File: src/rtl/dm_access_unit_if.sv
// Core-side request/response bundle plus the word-only data-memory port.
// The unit takes the slave view; the core/memory environment takes the master view.
interface dm_access_unit_if #(
  parameter int ADDR_W = 32
);
  logic              req;
  logic              we;
  logic [1:0]        size;
  logic              sign_ext;
  logic [ADDR_W-1:0] addr;
  logic [31:0]       wdata;
  logic [31:0]       pc;
  logic              busy;
  logic              done;
  logic [31:0]       rdata;
  logic              misalign;
  logic [ADDR_W-1:0] dm_addr;
  logic [31:0]       dm_wdata;
  logic              dm_we;
  logic [31:0]       dm_pc;
  logic [31:0]       dm_rdata;

  modport slave (
    input  req, we, size, sign_ext, addr, wdata, pc, dm_rdata,
    output busy, done, rdata, misalign, dm_addr, dm_wdata, dm_we, dm_pc
  );

  modport master (
    output req, we, size, sign_ext, addr, wdata, pc, dm_rdata,
    input  busy, done, rdata, misalign, dm_addr, dm_wdata, dm_we, dm_pc
  );
endinterface

File: src/rtl/dm_access_unit.sv
// Multi-cycle byte/half/word load-store initiator in front of a word-only data memory.
// Sub-word stores are done as read-modify-write of the containing word.
//
//   state  | meaning
//   -------+--------------------------------------------------------
//   IDLE   | waiting for req; DM port quiet
//   RD     | load: extract/extend the addressed lanes into rdata
//   RMW_RD | sub-word store: merge new lanes into the read word
//   WR     | drive dm_we with the merged word for one cycle
//   RESP   | done pulse (with misalign if the request was rejected)
module dm_access_unit #(
  parameter int ADDR_W = 32
) (
  input  logic            clk,
  input  logic            reset,
  dm_access_unit_if.slave bus
);

  localparam logic [2:0] S_IDLE   = 3'd0;
  localparam logic [2:0] S_RD     = 3'd1;
  localparam logic [2:0] S_RMW_RD = 3'd2;
  localparam logic [2:0] S_WR     = 3'd3;
  localparam logic [2:0] S_RESP   = 3'd4;

  logic [2:0]        state;
  logic [ADDR_W-1:0] addr_q;
  logic [31:0]       wdata_q;
  logic [1:0]        size_q;
  logic              we_q;
  logic              sign_ext_q;
  logic [31:0]       pc_q;
  logic              misalign_q;
  logic [31:0]       merge_q;
  logic [31:0]       rdata_q;

  logic              illegal;
  logic [7:0]        load_byte;
  logic [15:0]       load_half;
  logic [31:0]       load_val;
  logic [31:0]       merge_next;

  always_comb begin
    illegal = (bus.size == 2'b11) ||
              ((bus.size == 2'b01) && bus.addr[0]) ||
              ((bus.size == 2'b10) && (bus.addr[1:0] != 2'b00));
  end

  always_comb begin
    load_byte = bus.dm_rdata[7:0];
    case (addr_q[1:0])
      2'd0:    load_byte = bus.dm_rdata[7:0];
      2'd1:    load_byte = bus.dm_rdata[15:8];
      2'd2:    load_byte = bus.dm_rdata[23:16];
      default: load_byte = bus.dm_rdata[31:24];
    endcase
    load_half = addr_q[1] ? bus.dm_rdata[31:16] : bus.dm_rdata[15:0];
    case (size_q)
      2'b00:   load_val = {{24{sign_ext_q & load_byte[7]}}, load_byte};
      2'b01:   load_val = {{16{sign_ext_q & load_half[15]}}, load_half};
      default: load_val = bus.dm_rdata;
    endcase
  end

  // Replace only the target lane(s) of the word just read back.
  always_comb begin
    merge_next = bus.dm_rdata;
    if (size_q == 2'b00) begin
      case (addr_q[1:0])
        2'd0:    merge_next[7:0]   = wdata_q[7:0];
        2'd1:    merge_next[15:8]  = wdata_q[7:0];
        2'd2:    merge_next[23:16] = wdata_q[7:0];
        default: merge_next[31:24] = wdata_q[7:0];
      endcase
    end else if (addr_q[1]) begin
      merge_next[31:16] = wdata_q[15:0];
    end else begin
      merge_next[15:0] = wdata_q[15:0];
    end
  end

  always_ff @(posedge clk or negedge reset) begin
    if (!reset) begin
      state      <= S_IDLE;
      addr_q     <= '0;
      wdata_q    <= '0;
      size_q     <= '0;
      we_q       <= 1'b0;
      sign_ext_q <= 1'b0;
      pc_q       <= '0;
      misalign_q <= 1'b0;
      merge_q    <= '0;
      rdata_q    <= '0;
    end else begin
      case (state)
        S_IDLE: begin
          if (bus.req) begin
            addr_q     <= bus.addr;
            wdata_q    <= bus.wdata;
            size_q     <= bus.size;
            we_q       <= bus.we;
            sign_ext_q <= bus.sign_ext;
            pc_q       <= bus.pc;
            misalign_q <= illegal;
            if (illegal) begin
              state <= S_RESP;
            end else if (!bus.we) begin
              state <= S_RD;
            end else if (bus.size == 2'b10) begin
              merge_q <= bus.wdata;
              state   <= S_WR;
            end else begin
              state <= S_RMW_RD;
            end
          end
        end
        S_RD: begin
          rdata_q <= load_val;
          state   <= S_RESP;
        end
        S_RMW_RD: begin
          merge_q <= merge_next;
          state   <= S_WR;
        end
        S_WR:    state <= S_RESP;
        S_RESP:  state <= S_IDLE;
        default: state <= S_IDLE;
      endcase
    end
  end

  assign bus.busy     = (state != S_IDLE);
  assign bus.done     = (state == S_RESP);
  assign bus.misalign = (state == S_RESP) && misalign_q;
  assign bus.rdata    = rdata_q;
  assign bus.dm_addr  = (state != S_IDLE) ? {addr_q[ADDR_W-1:2], 2'b00} : '0;
  assign bus.dm_we    = (state == S_WR);
  assign bus.dm_wdata = (state == S_WR) ? merge_q : 32'd0;
  assign bus.dm_pc    = pc_q;

endmodule

File: src/flat_wrapper.sv
// flat-port wrapper written by rule: the top's interface ports become plain ports
module dm_access_unit_flat 
#(
  parameter int ADDR_W = 32
)
  (clk, reset, bus_req, bus_we, bus_size, bus_sign_ext, bus_addr, bus_wdata, bus_pc, bus_dm_rdata, bus_busy, bus_done, bus_rdata, bus_misalign, bus_dm_addr, bus_dm_wdata, bus_dm_we, bus_dm_pc);
  dm_access_unit_if #(.ADDR_W(ADDR_W)) bus_i ();
  input  logic clk;
  input  logic reset;
  input wire logic [$bits(bus_i.req)-1:0] bus_req;
  input wire logic [$bits(bus_i.we)-1:0] bus_we;
  input wire logic [$bits(bus_i.size)-1:0] bus_size;
  input wire logic [$bits(bus_i.sign_ext)-1:0] bus_sign_ext;
  input wire logic [$bits(bus_i.addr)-1:0] bus_addr;
  input wire logic [$bits(bus_i.wdata)-1:0] bus_wdata;
  input wire logic [$bits(bus_i.pc)-1:0] bus_pc;
  input wire logic [$bits(bus_i.dm_rdata)-1:0] bus_dm_rdata;
  output wire logic [$bits(bus_i.busy)-1:0] bus_busy;
  output wire logic [$bits(bus_i.done)-1:0] bus_done;
  output wire logic [$bits(bus_i.rdata)-1:0] bus_rdata;
  output wire logic [$bits(bus_i.misalign)-1:0] bus_misalign;
  output wire logic [$bits(bus_i.dm_addr)-1:0] bus_dm_addr;
  output wire logic [$bits(bus_i.dm_wdata)-1:0] bus_dm_wdata;
  output wire logic [$bits(bus_i.dm_we)-1:0] bus_dm_we;
  output wire logic [$bits(bus_i.dm_pc)-1:0] bus_dm_pc;
  assign bus_i.req = bus_req;
  assign bus_i.we = bus_we;
  assign bus_i.size = bus_size;
  assign bus_i.sign_ext = bus_sign_ext;
  assign bus_i.addr = bus_addr;
  assign bus_i.wdata = bus_wdata;
  assign bus_i.pc = bus_pc;
  assign bus_i.dm_rdata = bus_dm_rdata;
  assign bus_busy = bus_i.busy;
  assign bus_done = bus_i.done;
  assign bus_rdata = bus_i.rdata;
  assign bus_misalign = bus_i.misalign;
  assign bus_dm_addr = bus_i.dm_addr;
  assign bus_dm_wdata = bus_i.dm_wdata;
  assign bus_dm_we = bus_i.dm_we;
  assign bus_dm_pc = bus_i.dm_pc;
  dm_access_unit #(.ADDR_W(ADDR_W)) u_core (.clk(clk), .reset(reset), .bus(bus_i));
endmodule
File: config.mk
export PLATFORM = sky130hd
export DESIGN_NAME = dm_access_unit_flat
export DESIGN_NICKNAME = d
export VERILOG_FILES = /design/src/rtl/dm_access_unit_if.sv /design/src/rtl/dm_access_unit.sv /design/src/flat_wrapper.sv
export SDC_FILE = /design/constraint.sdc
export NUM_CORES = 1
export LEC_CHECK = 0
export ABC_AREA = 0
export BUFFER_PORTS_ARGS = -buffer_cell sky130_fd_sc_hd__buf_2
export CAP_MARGIN = 20
export CORE_ASPECT_RATIO = 1.25
export CORE_MARGIN = 2
export CORE_UTILIZATION = 35
export CTS_BUF_LIST = sky130_fd_sc_hd__clkbuf_8
export CTS_CLUSTER_DIAMETER = 40
export DETAILED_ROUTE_END_ITERATION = 8
export GPL_ROUTABILITY_DRIVEN = 0
export GPL_TIMING_DRIVEN = 0
export HOLD_SLACK_MARGIN = 0.12
export SLEW_MARGIN = 20
export SYNTH_ARGS = -nofsm -noshare
export SYNTH_HDL_FRONTEND = slang
export SYNTH_SLANG_ARGS = --single-unit
File: constraint.sdc
create_clock -name clk -period 2.1 [get_ports clk]
set_input_delay 0.315 -clock clk [delete_from_list [all_inputs] [get_ports clk]]
set_output_delay 0.315 -clock clk [all_outputs]
set_load 0.005 [all_outputs]
# Yosys cells after proc, flatten, opt, wreduce, memory -nomap -nowiden
# Index checks and enable logic that the tools add are counted.
# Widths: inputs -> output; s select.
[op_classes] eq_ne=14 n_mux=22 n_bitwise=2 reduce_logical=15
[op_table] operator="$mux 32" count=7
[op_table] operator="$pmux 32 s2" count=2
[op_table] operator="$mux 16" count=3
[op_table] operator="$mux 8" count=4
[op_table] operator="$pmux 8 s3" count=1
[op_table] operator="$mux 3" count=3
[op_table] operator="$pmux 3 s3" count=1
[op_table] operator="$eq 2x1->1 const B" count=3
[op_table] operator="$eq 2x2->1 const B" count=3
[op_table] operator="$eq 3x2->1 const B" count=2
[op_table] operator="$ne 2x2->1 const B" count=3
[op_table] operator="$reduce_and 5->1" count=1
[op_table] operator="$logic_not 2->1" count=2
[op_table] operator="$reduce_bool 2->1" count=2
[op_table] operator="$eq 3x1->1 const B" count=1
[op_table] operator="$eq 3x3->1 const B" count=1
[op_table] operator="$logic_and 1x1->1" count=3
[op_table] operator="$logic_not 3->1" count=1
[op_table] operator="$reduce_bool 3->1" count=1
[op_table] operator="$reduce_or 3->1" count=1
[op_table] operator="$and 1x1->1" count=2
[op_table] operator="$logic_or 1x1->1" count=2
[op_table] operator="$ne 2x1->1 const B" count=1
[op_table] operator="$reduce_and 2->1" count=1
[op_table] operator="2 further kinds" count=2
[word_totals] regBits=151 input_bits=135 out_inout_bits=132 word_cells=62

# Depth between registers and ports, before layout
# Gate-level depths: netlist (run 1).
[depth] ltp_word=7 mapped_depth=8 depth_no_buf=4

# Worst setup path after synthesis (run 1)
# Ideal clock, no wire load.
[synth_path] path_kind="register to register" startpoint="register u_core.state[0]" endpoint="register u_core.pc_q[27] (netlist: u_core.bus.dm_pc[27])" setup_time_ns=0.125 t_arrival_ns=1.596 required_ns=1.975 setup_slack_ns=0.379 path_stages_with_launch=8 n_path_buf=4 synth_period_minus_slack_ns=1.721 cell_sequence="dfrtp_1 > buf_2 > nor3_4 > and2_1 > buf_4 > buf_6 > buf_4 > mux2_2"
[synth_via] elab_chain_cells=2
[synth_rtl] element="start, declared" line="dm_access_unit.sv:25" text="logic [2:0] state;"
[synth_rtl] element="start signal, assigned" line="dm_access_unit.sv:83" text="state <= S_IDLE;"
[synth_rtl] element="start signal, assigned" line="dm_access_unit.sv:105" text="state <= S_RESP;"
[synth_rtl] element="start signal, assigned" line="dm_access_unit.sv:107" text="state <= S_RD;"
[synth_rtl] element="$logic_not 3->1" line="dm_access_unit.sv:94" text="case (state)"
[synth_rtl] element="$reduce_and 2->1 (no source line)"
[synth_rtl] element="end signal, assigned" line="dm_access_unit.sv:102" text="pc_q <= bus.pc;"
[synth_rtl] element="end, declared" line="dm_access_unit.sv:31" text="logic [31:0] pc_q;"
# Every way passes these cells.
# A chain may end at the register's enable or synchronous reset.

# Worst setup path in the final report (run 1)
[layout_path] startpoint="register u_core.state[2]" endpoint="output port bus_dm_wdata[5]"
[layout_via] elab_chain_cells=2
[layout_rtl] element="$eq 3x2->1" line="dm_access_unit.sv:137" text="assign bus.dm_wdata = (state == S_WR) ? merge_q : 32'd0;"
[layout_rtl] element="$mux 32" line="dm_access_unit.sv:137"
[layout_rtl] element="end, declared" line="flat_wrapper.sv:23" text="output wire logic [$bits(bus_i.dm_wdata)-1:0] bus_dm_wdata;"
# Every way passes these cells.

==> impl_results.md, run 1 <==
* Outcome: finished, final reports clean
* CTS HTree Levels at 4
* Antenna viol nets, final at 0
* Met1 Usage GRT at between 20% and 30%
* Cell count after synthesis at 620
* Ys async rst share at between 90% and 100%
* Final Hold Viols at 0
* Die Y-Extent at between 150 and 200 um
* Die width at between 100 and 150 um
* Area fraction of the dominant cell type after synthesis at roughly half
* Worst reg2reg path depth at 8
* Post-layout util at 50.67%
* Worst-Margin Slew at between 0.8 and 0.9 ns
* Flop2flop setup slack at 0.12 ns
* Global-route wire length before repair at around 38000 um
* Min Tclk post-route at 2.056 ns
* Max-cap violations at 0
* Routed vias/inst at ~5
* Prevailing post-synth register cell: dfrtp_1
* Iter 0 DRT Violations at about 330
* Initial Util at 35.54%
* Die ar. at around 22000 um2
* Crit path kind: flip-flop to primary output
* CTS Buffer Depth at 2
* Post-route design area at between 10000 and 15000 um2
* Number of port buffers at approximately 260
* DRT Pass-1 Iters at 4
* Layout net count at between 1000 and 1500
* Gr usage total at roughly 22%
* Dpl ws at -0.4818 ns
* Number of top-level pins at about 270
* Seq/Total Area, Yosys at 51.26%
* Total grt overflow at 0
* Synth warn at 0
* Clock Pin Slew Worst Setup and Hold Paths at 0.10 ns
* Largest net degree at the start of global routing at 82
* Synth Cell Area at approximately 7400 um2
* Register bit count reported by yosys at 151
* Critical path arrival at around 1.7 ns
* Yosys top cell by area: dfrtp_1
* Hold path startpoint: bus_wdata[27]
* Post-synth cell types at 40
* Syn Area/Cell at between 10 and 15 um2
* Leak at roughly 5.1 nW
* EDFF count, synth at 0
* F_max at about 490 MHz
* Fin crit share at between 90 and 100%
* Area grow syn2layout at 42.57%
* Routed WL at 24310 um
* WP data required at ~1.8 ns
* TritonCTS buffer count at 17
* Final Non-Filler Cells at between 1000 and 1500
* Synth top cells by count: 151 x dfrtp_1, 87 x mux2_2, 82 x mux2i_1
* M3 GR Usage at roughly 5.6%
* Reg2Reg Capture Point: u_core.bus.dm_pc[19]$_DFFE_PN0P_
* Hold Crit Class: input port to flip-flop
* Slew Limit Fails at 0
* Area contributors post-synth: dfrtp_1 51%, mux2_2 13%, mux2i_1 11%
* Peak VDD IR at around 880 uV
* Slew margin rel. at between 40% and 50%
* Post-route setup TNS at 0 ns
* Most crowded layer after global routing: met2
* Power density over the cells at roughly 1400 nW/um2
* FP Rows at between 50 and 60
* Most frequent cell after synthesis: dfrtp_1
* Core area at 20740 um2
* Startpoint Class: flip-flop
* HPWL after DPL at about 18000 um
* TritonCTS clock tree: built
* Placed Cells at around 1200
* Avg WL per Cell at ~19 um
* Initial antenna violation count at 1
* Worst r2r src: u_core.state[1]$_DFFE_PN0P_
* Worst Slack Setup Final at around 0.044 ns
* Vias in the first global route at 6775
* Met2 usage at 38.22%
* Final setup violation count at 0
* Placed Instance Area at just over 9000 um2
* Clk_skew at between 0.015 and 0.02 ns
* Count of cells along the worst hold path at 3
* Clock root buffer: clkbuf_8
* Unrepaired setup endpoints after global routing: true
* DRC Markers at 0
* Clock Sinks at 151
* Clock Latency Late Sink at between 0.4 and 0.5 ns
* Worst hold endpoint: u_core.merge_q[27]$_DFFE_PN0P_
* CP Capture Type: primary output
* Share of cells above drive strength 1 at between 40% and 50%
* Via Count at roughly 6300
* Crit-path max FO at 10
-- worst max path at each step --
stage | start | endpoint | slack (ns)
2_1_floorplan | u_core.state[0]$_DFFE_PN0P_ | u_core.bus.dm_pc[27]$_DFFE_PN0P_ | 0.38
3_3_place_gp | reset | u_core.bus.dm_pc[14]$_DFFE_PN0P_ | -1.72
3_5_place_dp | u_core.state[1]$_DFFE_PN0P_ | bus_dm_wdata[4] | -0.48
4_1_cts | u_core.state[0]$_DFFE_PN0P_ | bus_dm_wdata[4] | 0.007
5_1_grt | u_core.state[2]$_DFFE_PN0P_ | bus_dm_wdata[5] | -0.05
6_report | u_core.state[2]$_DFFE_PN0P_ | bus_dm_wdata[5] | 0.04
-- worst max-delay path, stage by stage, from the launching register on --
cell,delay [ns]
dfrtp_1,0.38
buf_6,0.13
nor3b_4,0.21
buf_12,0.16
clkbuf_16,0.15
and2_1,0.13
buf_2,0.12
-- layout by cell type, fill, tap and decap left out, types with 3 or more instances in the layout --
master	n
nand2_1	28
buf_8	4
and2_4	3
dlygate4sd3_1	82
clkinvlp_4	4
nand2b_1	3
a22oi_1	8
clkbuf_8	18
and2_1	32
o21ai_0	14
nor3_1	4
nor2b_1	29
a31oi_1	3
mux2_2	87
o21ai_1	3
inv_1	7
mux2i_1	82
o22ai_1	15
buf_6	14
a21oi_1	14
o22a_1	8
nor2_1	17
buf_4	12
clkbuf_1	12
nand3_1	32
o2bb2ai_1	15
dfrtp_1	150
buf_2	272
inv_6	6
-- per-stage QoR --
stage               power, mW  hold WS, ns
CTS                     14.82       0.1201
detailed placement      12.27       0.3214
finish                  14.86       0.1314
floorplan               9.618      0.01941
global route            15.94       0.1221
global placement        12.15       0.4663
-- cells by family (layout without fill, tap and decap cells) --
group / count (synthesis) / count (layout) / synth area share (%)
mux: 170 / 170 / 24.73
simple gates: 160 / 160 / 12.00
compound gates: 86 / 86 / 8.096
buf+inv: 52 / 440 / 3.869
flops: 151 / 151 / 51.26
other cells: 1 / 3 / 0.05087
-- layout make-up --
| class | count | area (um2) |
|---|---|---|
| diodes | 1 | 2.502 |
| clock inverters | 15 | 118.9 |
| multi-input cells | 418 | 3358 |
| fillers | 1893 | 10230 |
| plain buffers | 46 | 365.4 |
| well taps | 274 | 342.8 |
| flip-flops and latches | 151 | 3780 |
| inverters | 6 | 22.52 |
| repair buffers | 356 | 2286 |
| clock buffers | 17 | 234.0 |
-- flip-flops by register name, summed over array words and instances (netlist names) --
signal             cells
u_core.addr_q         32
u_core.bus.dm_pc      32
u_core.bus.rdata      32
u_core.merge_q        32
u_core.wdata_q        16
u_core.state           3
u_core.size_q          2
u_core.misalign_q      1
u_core.sign_ext_q      1
-- power by group --
group	total (mW)	internal [mW]	switching, mW
registers	5.23	4.40	0.832
clock network	2.12	0.845	1.28
logic	7.51	3.84	3.67
-- routing by layer --
| metal | share of wire (%) | vias up |
|---|---|---|
| li1 | - | 2960 |
| met3 | 6.9 | 41 |
| met2 | 50 | 247 |
| met5 | 0 | - |
| met4 | 2.8 | 0 |
| met1 | 40 | 3082 |
-- timing repair --
item / 4_1_cts / 5_1_grt
resized for setup: 29 / 15
buffers inserted: 6 / 3
setup endpoints to repair: 63 / 57
endpoints found under the hold margin: 151 / 0
hold buffers: 82 / 0
pin swaps: 2 / 0
(Power assumes the default switching activity.)
==> run 2, diff against run 1 <==
- REMOVE_ABC_BUFFERS: not set -> 1
==> run 2 against run 1 <==
Routed wire length up 0.31%. Fmax down 0.49%. Sequential share of layout area decreased by 0.54 points. Non-clock buffer count is 22 lower. Largest power group unchanged.
==> impl_results.md, run 2 (synthesis results as in run 1) <==
* Outcome: finished, final reports clean (unchanged)
* Die width at 133.8 um (unchanged)
* Max stage delay on crit path at 0.49 ns (was 0.38 ns)
* Die ar. at 22250 um2 (unchanged)
* Global-route wire length before repair at 37750 um (was 37790 um)
* Worst r2r src: u_core.size_q[1]$_DFFE_PN0P_ (was u_core.state[1]$_DFFE_PN0P_)
* Startpoint Class: flip-flop (unchanged)
* DRT Pass-1 Iters at 4 (unchanged)
* Power density over the cells at 1431 nW/um2 (was 1414 nW/um2)
* Crit path kind: flip-flop to primary output (unchanged)
* Most frequent cells in the layout: 248 x buf_2, 146 x dfrtp_1, 87 x mux2_2 (was 272 x buf_2, 150 x dfrtp_1, 87 x mux2_2)
* Unrepaired setup endpoints after global routing: true (unchanged)
* Final setup violation count at 0 (unchanged)
* Design Power at 15.30 mW (was 14.86 mW)
* Worst-Margin Slew at 0.8819 ns (was 0.8758 ns)
* CTS Buffer Depth at 2 (unchanged)
* Number of port buffers at 264 (unchanged)
* Slew Limit Fails at 0 (unchanged)
* Via Count at 6351 (was 6330)
* TritonCTS buffer count at 17 (unchanged)
* Most common cell after layout, fill and taps aside: buf_2 (unchanged)
* Routed vias/inst at 5.029 (was 4.930)
* Antenna viol nets, final at 0 (unchanged)
* FP Rows at 59 (unchanged)
* Layout net count at 1110 (was 1131)
* Leak at 5.163 nW (was 5.149 nW)
* Met2 wire length at 12060 um (was 12260 um)
* DR WL met3 at 1737 um (was 1671 um)
* Clk_skew at 0.01210 ns (was 0.01535 ns)
* TritonCTS clock tree: built (unchanged)
* Routed WL at 24390 um (was 24310 um)
* Critical path arrival at 1.75 ns (was 1.74 ns)
* WP data required at 1.78 ns (about the same)
* Vias in the first global route at 6779 (was 6775)
* Clock Sinks at 151 (unchanged)
* Largest net degree at the start of global routing at 82 (unchanged)
* Fin crit share at 98.41% (was 97.93%)
* Gr usage total at 21.88% (was 21.95%)
* Final Hold Viols at 0 (unchanged)
* Count of cells along the worst hold path at 3 (unchanged)
* Post-layout util at 51.57% (was 50.67%)
* Number of top-level pins at 267 (unchanged)
* Metal-1 WL at 9960 um (was 9698 um)
* Most numerous cell on the critical path: buf_6
* Die Y-Extent at 166.3 um (unchanged)
* Hold path startpoint: bus_wdata[18] (was bus_wdata[27])
* CTS HTree Levels at 4 (unchanged)
* Flop2flop setup slack at 0.07 ns (was 0.12 ns)
* Worst reg2reg path depth at 4 (was 8)
* Placed Cells at 1124 (was 1160)
* HPWL after DPL at 16430 um (was 17600 um)
* Clock Latency Late Sink at 0.45 ns (was 0.46 ns)
* Avg WL per Cell at 19.31 um (was 18.93 um)
* Slew margin rel. at 40.99% (was 41.40%)
* CP Capture Type: primary output (unchanged)
* Total grt overflow at 0 (unchanged)
* Clock Pin Slew Worst Setup and Hold Paths at 0.10 ns (about the same)
* Min Tclk post-route at 2.067 ns (was 2.056 ns)
* F_max at 483.9 MHz (was 486.3 MHz)
* Top Layer Used: met5 (was met4)
* Slowest CP cell: dfrtp_2 (was dfrtp_1)
* Core area at 20740 um2 (unchanged)
* DRC Markers at 0 (unchanged)
* Peak VDD IR at 931.7 uV (was 881.2 uV)
* Worst hold endpoint: u_core.merge_q[18]$_DFFE_PN0P_ (was u_core.merge_q[27]$_DFFE_PN0P_)
* Share of cells above drive strength 1 at 46.76% (was 44.20%)
* CP Cell Sequence: nor3b_4, buf_6, buf_6, and2_4, buf_2 (was buf_6, nor3b_4, buf_12, clkbuf_16, and2_1, buf_2)
* Final Non-Filler Cells at 1263 (was 1284)
* Initial antenna violation count at 1 (unchanged)
* Dpl ws at -0.7737 ns (was -0.4818 ns)
* Initial Util at 35.54% (unchanged)
* Max-cap violations at 0 (unchanged)
* Area grow syn2layout at 45.11% (was 42.57%)
* Reg2Reg Capture Point: u_core.merge_q[16]$_DFFE_PN0P_ (was u_core.bus.dm_pc[19]$_DFFE_PN0P_)
* Crit-path max FO at 6 (was 10)
* Worst Slack Setup Final at 0.03337 ns (was 0.04353 ns)
* Hold Crit Class: input port to flip-flop (unchanged)
* Iter 0 DRT Violations at 281 (was 329)
* Clock root buffer: clkbuf_8 (unchanged)
[run 2: worst max-delay path: cells and delay by family, from the launching register on]
kind,cells,cell delay (ns)
buffers and inverters,3,0.41
DFF,1,0.49
and+or+nand+nor,2,0.41
[run 2: layer usage]
metal / vias to the layer above / global-route usage [%]
met5: - / 0
met1: 3093 / 26.68
met2: 287 / 37.44
li1: 2931 / -
met4: 2 / 7.262
met3: 38 / 5.769
[run 2: layout make-up]
class / count / area (um2)
Antenna cell: 1 / 2.502
Clock buffer: 20 / 275.3
Clock inverter: 12 / 140.1
Fill cell: 1836 / 10050
Inverter: 6 / 25.02
Multi-Input combinational cell: 419 / 3442
Sequential cell: 151 / 3790
Tap cell: 274 / 342.8
Timing Repair Buffer: 380 / 2680
[run 2: metrics by stage]
| stage | instance area [um2] | hold WS [ns] | TNS, ns |
|---|---|---|---|
| after floorplan | 7113 | 0.01941 | -174.20 |
| after global placement | 8777 | 0.4638 | -684.20 |
| after detailed placement | 9006 | 0.3265 | -46.64 |
| after CTS | 10420 | 0.1209 | 0 |
| after global routing | 10700 | 0.1390 | -0.7955 |
| final | 10700 | 0.1529 | 0 |
[run 2: worst max-delay path by stage]
| stage | start | end | slack, ns | cells past startpoint |
|---|---|---|---|---|
| 2_1_floorplan | u_core.state[0]$_DFFE_PN0P_ | u_core.addr_q[0]$_DFFE_PN0P_ | -1.72 | 3 |
| 3_3_place_gp | u_core.state[0]$_DFFE_PN0P_ | u_core.bus.dm_pc[14]$_DFFE_PN0P_ | -3.35 | 3 |
| 3_5_place_dp | u_core.addr_q[1]$_DFFE_PN0P_ | u_core.merge_q[24]$_DFFE_PN0P_ | -0.77 | 4 |
| 4_1_cts | u_core.state[1]$_DFFE_PN0P_ | bus_dm_wdata[7] | 0.01 | 6 |
| 5_1_grt | u_core.state[2]$_DFFE_PN0P_ | bus_dm_addr[30] | -0.03 | 5 |
| 6_report | u_core.state[2]$_DFFE_PN0P_ | bus_dm_wdata[14] | 0.03 | 5 |
[run 2: report_power, final]
group	internal [mW]	leakage (nW)	switching, mW
logic	3.81	3.17	3.61
clock network	1.17	0.208	1.22
registers	4.42	1.78	1.07
total	9.40	5.16	5.91
[run 2: what timing repair did]
| action | 4_1_cts | 5_1_grt |
|---|---|---|
| cloned | 1 | 1 |
| setup endpoints to repair | 203 | 103 |
| setup buffers | 10 | 9 |
| pin swaps | 3 | 6 |
| hold endpoints to repair | 153 | 1 |
| resized for setup | 21 | 45 |
| hold buffers | 84 | 1 |
==> run 3, diff against run 2 <==
- CORE_UTILIZATION: 35 -> 52
- PLACE_DENSITY: not set -> 0.83
==> run 3 against run 2 <==
The flow now finishes with violations (negative setup slack). Die area is 32% lower. Fmax decreased by 2.3%. Combinational power rose by 8.0%. Sequential cell count is the same. Design area shrank 0.43%. Non-clock buffer count rose by 4. Worst hold slack worse by 0.016 ns. Count of clock-buffer cells in the layout decreased by 3. First-iteration DRC count increased by 66%. Routed wire length up 4.6%. Power up 5.9%. Critical path type unchanged. Largest cell class unchanged.
==> impl_results.md, run 3 (synthesis results as in run 1) <==
* Initial antenna violation count at 1 (unchanged)
* Most frequent cells in the layout: 260 x buf_2, 146 x dfrtp_1, 87 x mux2_2 (was 248 x buf_2, 146 x dfrtp_1, 87 x mux2_2)
* Antenna viol nets, final at 0 (unchanged)
* CP Capture Type: primary output (unchanged)
* Max-cap violations at 0 (unchanged)
* Crit path capture: bus_dm_addr[25] (was bus_dm_wdata[14])
* Unrepaired setup endpoints after global routing: true (unchanged)
* Global-route wire length before repair at 37490 um (was 37750 um)
* Clk_skew at 0.01753 ns (was 0.01210 ns)
* Crit path kind: flip-flop to primary output (unchanged)
* Slew Limit Fails at 0 (unchanged)
* Placed Cells at 1023 (was 1124)
* HPWL after DPL at 15590 um (was 16430 um)
* Violated checks: negative setup slack
* Switching Power at 6.343 mW (was 5.908 mW)
* Most common cell after layout, fill and taps aside: buf_2 (unchanged)
* Initial Util at 53.37% (was 35.54%)
* Worst r2r src: u_core.addr_q[1]$_DFFE_PN0P_ (was u_core.size_q[1]$_DFFE_PN0P_)
* Reg2Reg Capture Point: u_core.bus.rdata[16]$_DFFE_PN0N_ (was u_core.merge_q[16]$_DFFE_PN0P_)
* Placed Instance Area at 8872 um2 (was 9006 um2)
* Filler Cell Count at 858 (was 1836)
* Crit-path max FO at 9 (was 6)
* Via Count at 6681 (was 6351)
* CP Launch Point: u_core.state[0]$_DFFE_PN0P_ (was u_core.state[2]$_DFFE_PN0P_)
* Sw Ratio at 39.12% (was 38.61%)
* Hold Crit Class: input port to flip-flop (unchanged)
* Routed WL at 25510 um (was 24390 um)
* Outcome: finished, violations left (was finished, final reports clean)
* Design Power at 16.21 mW (was 15.30 mW)
* CTS HTree Levels at 4 (unchanged)
* FP Rows at 48 (was 59)
* Worst-Margin Slew at 0.8172 ns (was 0.8819 ns)
* Layout net count at 1114 (was 1110)
* WP data required at 1.78 ns (about the same)
* F_max at 472.8 MHz (was 483.9 MHz)
* Die width at 110.5 um (was 133.8 um)
* Clock root buffer: clkbuf_8 (unchanged)
* Die Y-Extent at 137.1 um (was 166.3 um)
* Final Hold Viols at 0 (unchanged)
* Slew margin rel. at 45.32% (was 40.99%)
* Peak VDD IR at 968.2 uV (was 931.7 uV)
* Power density over the cells at 1522 nW/um2 (was 1431 nW/um2)
* Hold WS at 0.1372 ns (was 0.1529 ns)
* DRC Markers at 0 (unchanged)
* Clock Power Share at 16.4% (was 15.6%)
* Worst reg2reg path depth at 4 (unchanged)
* Int Pwr at 9.870 mW (was 9.396 mW)
* TritonCTS buffer count at 17 (unchanged)
* Final setup violation count at 3 (was 0)
* Final Non-Filler Cells at 1168 (was 1263)
* Clock Sinks at 151 (unchanged)
* TritonCTS clock tree: built (unchanged)
* Number of port buffers at 264 (unchanged)
* Largest net degree at the start of global routing at 88 (was 82)
* Critical path arrival at 1.80 ns (was 1.75 ns)
* Clock Latency Late Sink at 0.47 ns (was 0.45 ns)
* Number of top-level pins at 267 (unchanged)
* Startpoint Class: flip-flop (unchanged)
* Sequential fraction of design power at 34.2% (was 35.9%)
* Flop2flop setup slack at 0.05 ns (was 0.07 ns)
* Min Tclk post-route at 2.115 ns (was 2.067 ns)
* Core area at 13810 um2 (was 20740 um2)
* Iter 0 DRT Violations at 467 (was 281)
* Vias in the first global route at 7068 (was 6779)
* Routed vias/inst at 5.720 (was 5.029)
* Share of cells above drive strength 1 at 46.57% (was 46.76%)
* CTS Buffer Depth at 2 (unchanged)
* Die ar. at 15150 um2 (was 22250 um2)
* Leak at 5.241 nW (was 5.163 nW)
* Area grow syn2layout at 44.48% (was 45.11%)
* Worst Slack Setup Final at -0.01523 ns (was 0.03337 ns)
* Logic pwr share at 49.4% (was 48.5%)
* DRT Pass-1 Iters at 5 (was 4)
* Post-route design area at 10650 um2 (was 10700 um2)
* Total grt overflow at 0 (unchanged)
* Fin crit share at 100.7% (was 98.41%)
* Avg WL per Cell at 21.84 um (was 19.31 um)
* Clock Pin Slew Worst Setup and Hold Paths at 0.10 ns (about the same)
* Gr usage total at 32.03% (was 21.88%)
==> run 3: stage by stage <==
| stage | setup slack (ns) | utilization [%] | TNS, ns |
|---|---|---|---|
| floorplan | -1.721 | - | -174.20 |
| global placement | -3.155 | 62.64 | -619.54 |
| detailed placement | -0.6080 | 64.23 | -48.65 |
| CTS | -0.07077 | 74.87 | -3.135 |
| global route | -0.09627 | 77.09 | -2.821 |
| finish | -0.01523 | 77.11 | -0.03585 |
==> run 3: routing by layer <==
| metal | track usage, % | up-vias | routed length, um |
|---|---|---|---|
| met5 | 0 | - | 0 |
| met4 | 15.56 | 0 | 999 |
| met3 | 8.725 | 86 | 2196 |
| met2 | 56.37 | 417 | 13250 |
| met1 | 36.27 | 3239 | 9067 |
| li1 | - | 2939 | - |
==> run 3: timing repair <==
action                                  in CTS  in global routing
setup buffers                               11                  9
gates cloned                                 0                  7
hold buffers                                86                  0
hold endpoints to repair                   149                  0
pin swaps                                    4                  4
endpoints found under the setup margin     209                141
resized for setup                           19                 36
==> run 3: how the worst min path moves through the flow <==
stage	start	to	cells after the start
floorplan	reset	u_core.addr_q[0]$_DFFE_PN0P_	0
CTS	bus_wdata[19]	u_core.merge_q[19]$_DFFE_PN0P_	3
detailed placement	reset	u_core.bus.rdata[29]$_DFFE_PN0N_	1
global route	bus_addr[0]	u_core.addr_q[0]$_DFFE_PN0P_	2
finish	bus_wdata[19]	u_core.merge_q[19]$_DFFE_PN0P_	3
global placement	u_core.bus.rdata[3]$_DFFE_PN0N_	u_core.bus.rdata[3]$_DFFE_PN0N_	2
==> run 3: power by group through the flow <==
stage               Sequential [mW]  Combinational (mW)  Clock, mW
finish                         5.55                8.01       2.66
global route                   5.71                8.53       2.79
CTS                            5.43                7.20       2.69
detailed placement             5.48                6.68          0
global placement               5.36                6.26          0
floorplan                      5.26                4.13          0
==> run 3: worst max-delay path, cell delays in order, from the launching register on <==
cell and delay, ns:
dfrtp_2 0.44, buf_6 0.13, nor3_4 0.24, buf_6 0.19, clkbuf_16 0.16, nor2b_1 0.05, buf_2 0.13
==> run 3: cell type report <==
| class | count | area, um2 | share of cell area (%) |
|---|---|---|---|
| diodes | 1 | 2.502 | 0.02349 |
| clock buffers | 17 | 234.0 | 2.197 |
| clock inverters | 15 | 229.0 | 2.150 |
| inverters | 6 | 22.52 | 0.2114 |
| multi-input cells | 419 | 3443 | 32.33 |
| flip-flops and latches | 151 | 3790 | 35.58 |
| well taps | 175 | 219.0 | 2.056 |
| repair buffers | 384 | 2711 | 25.46 |
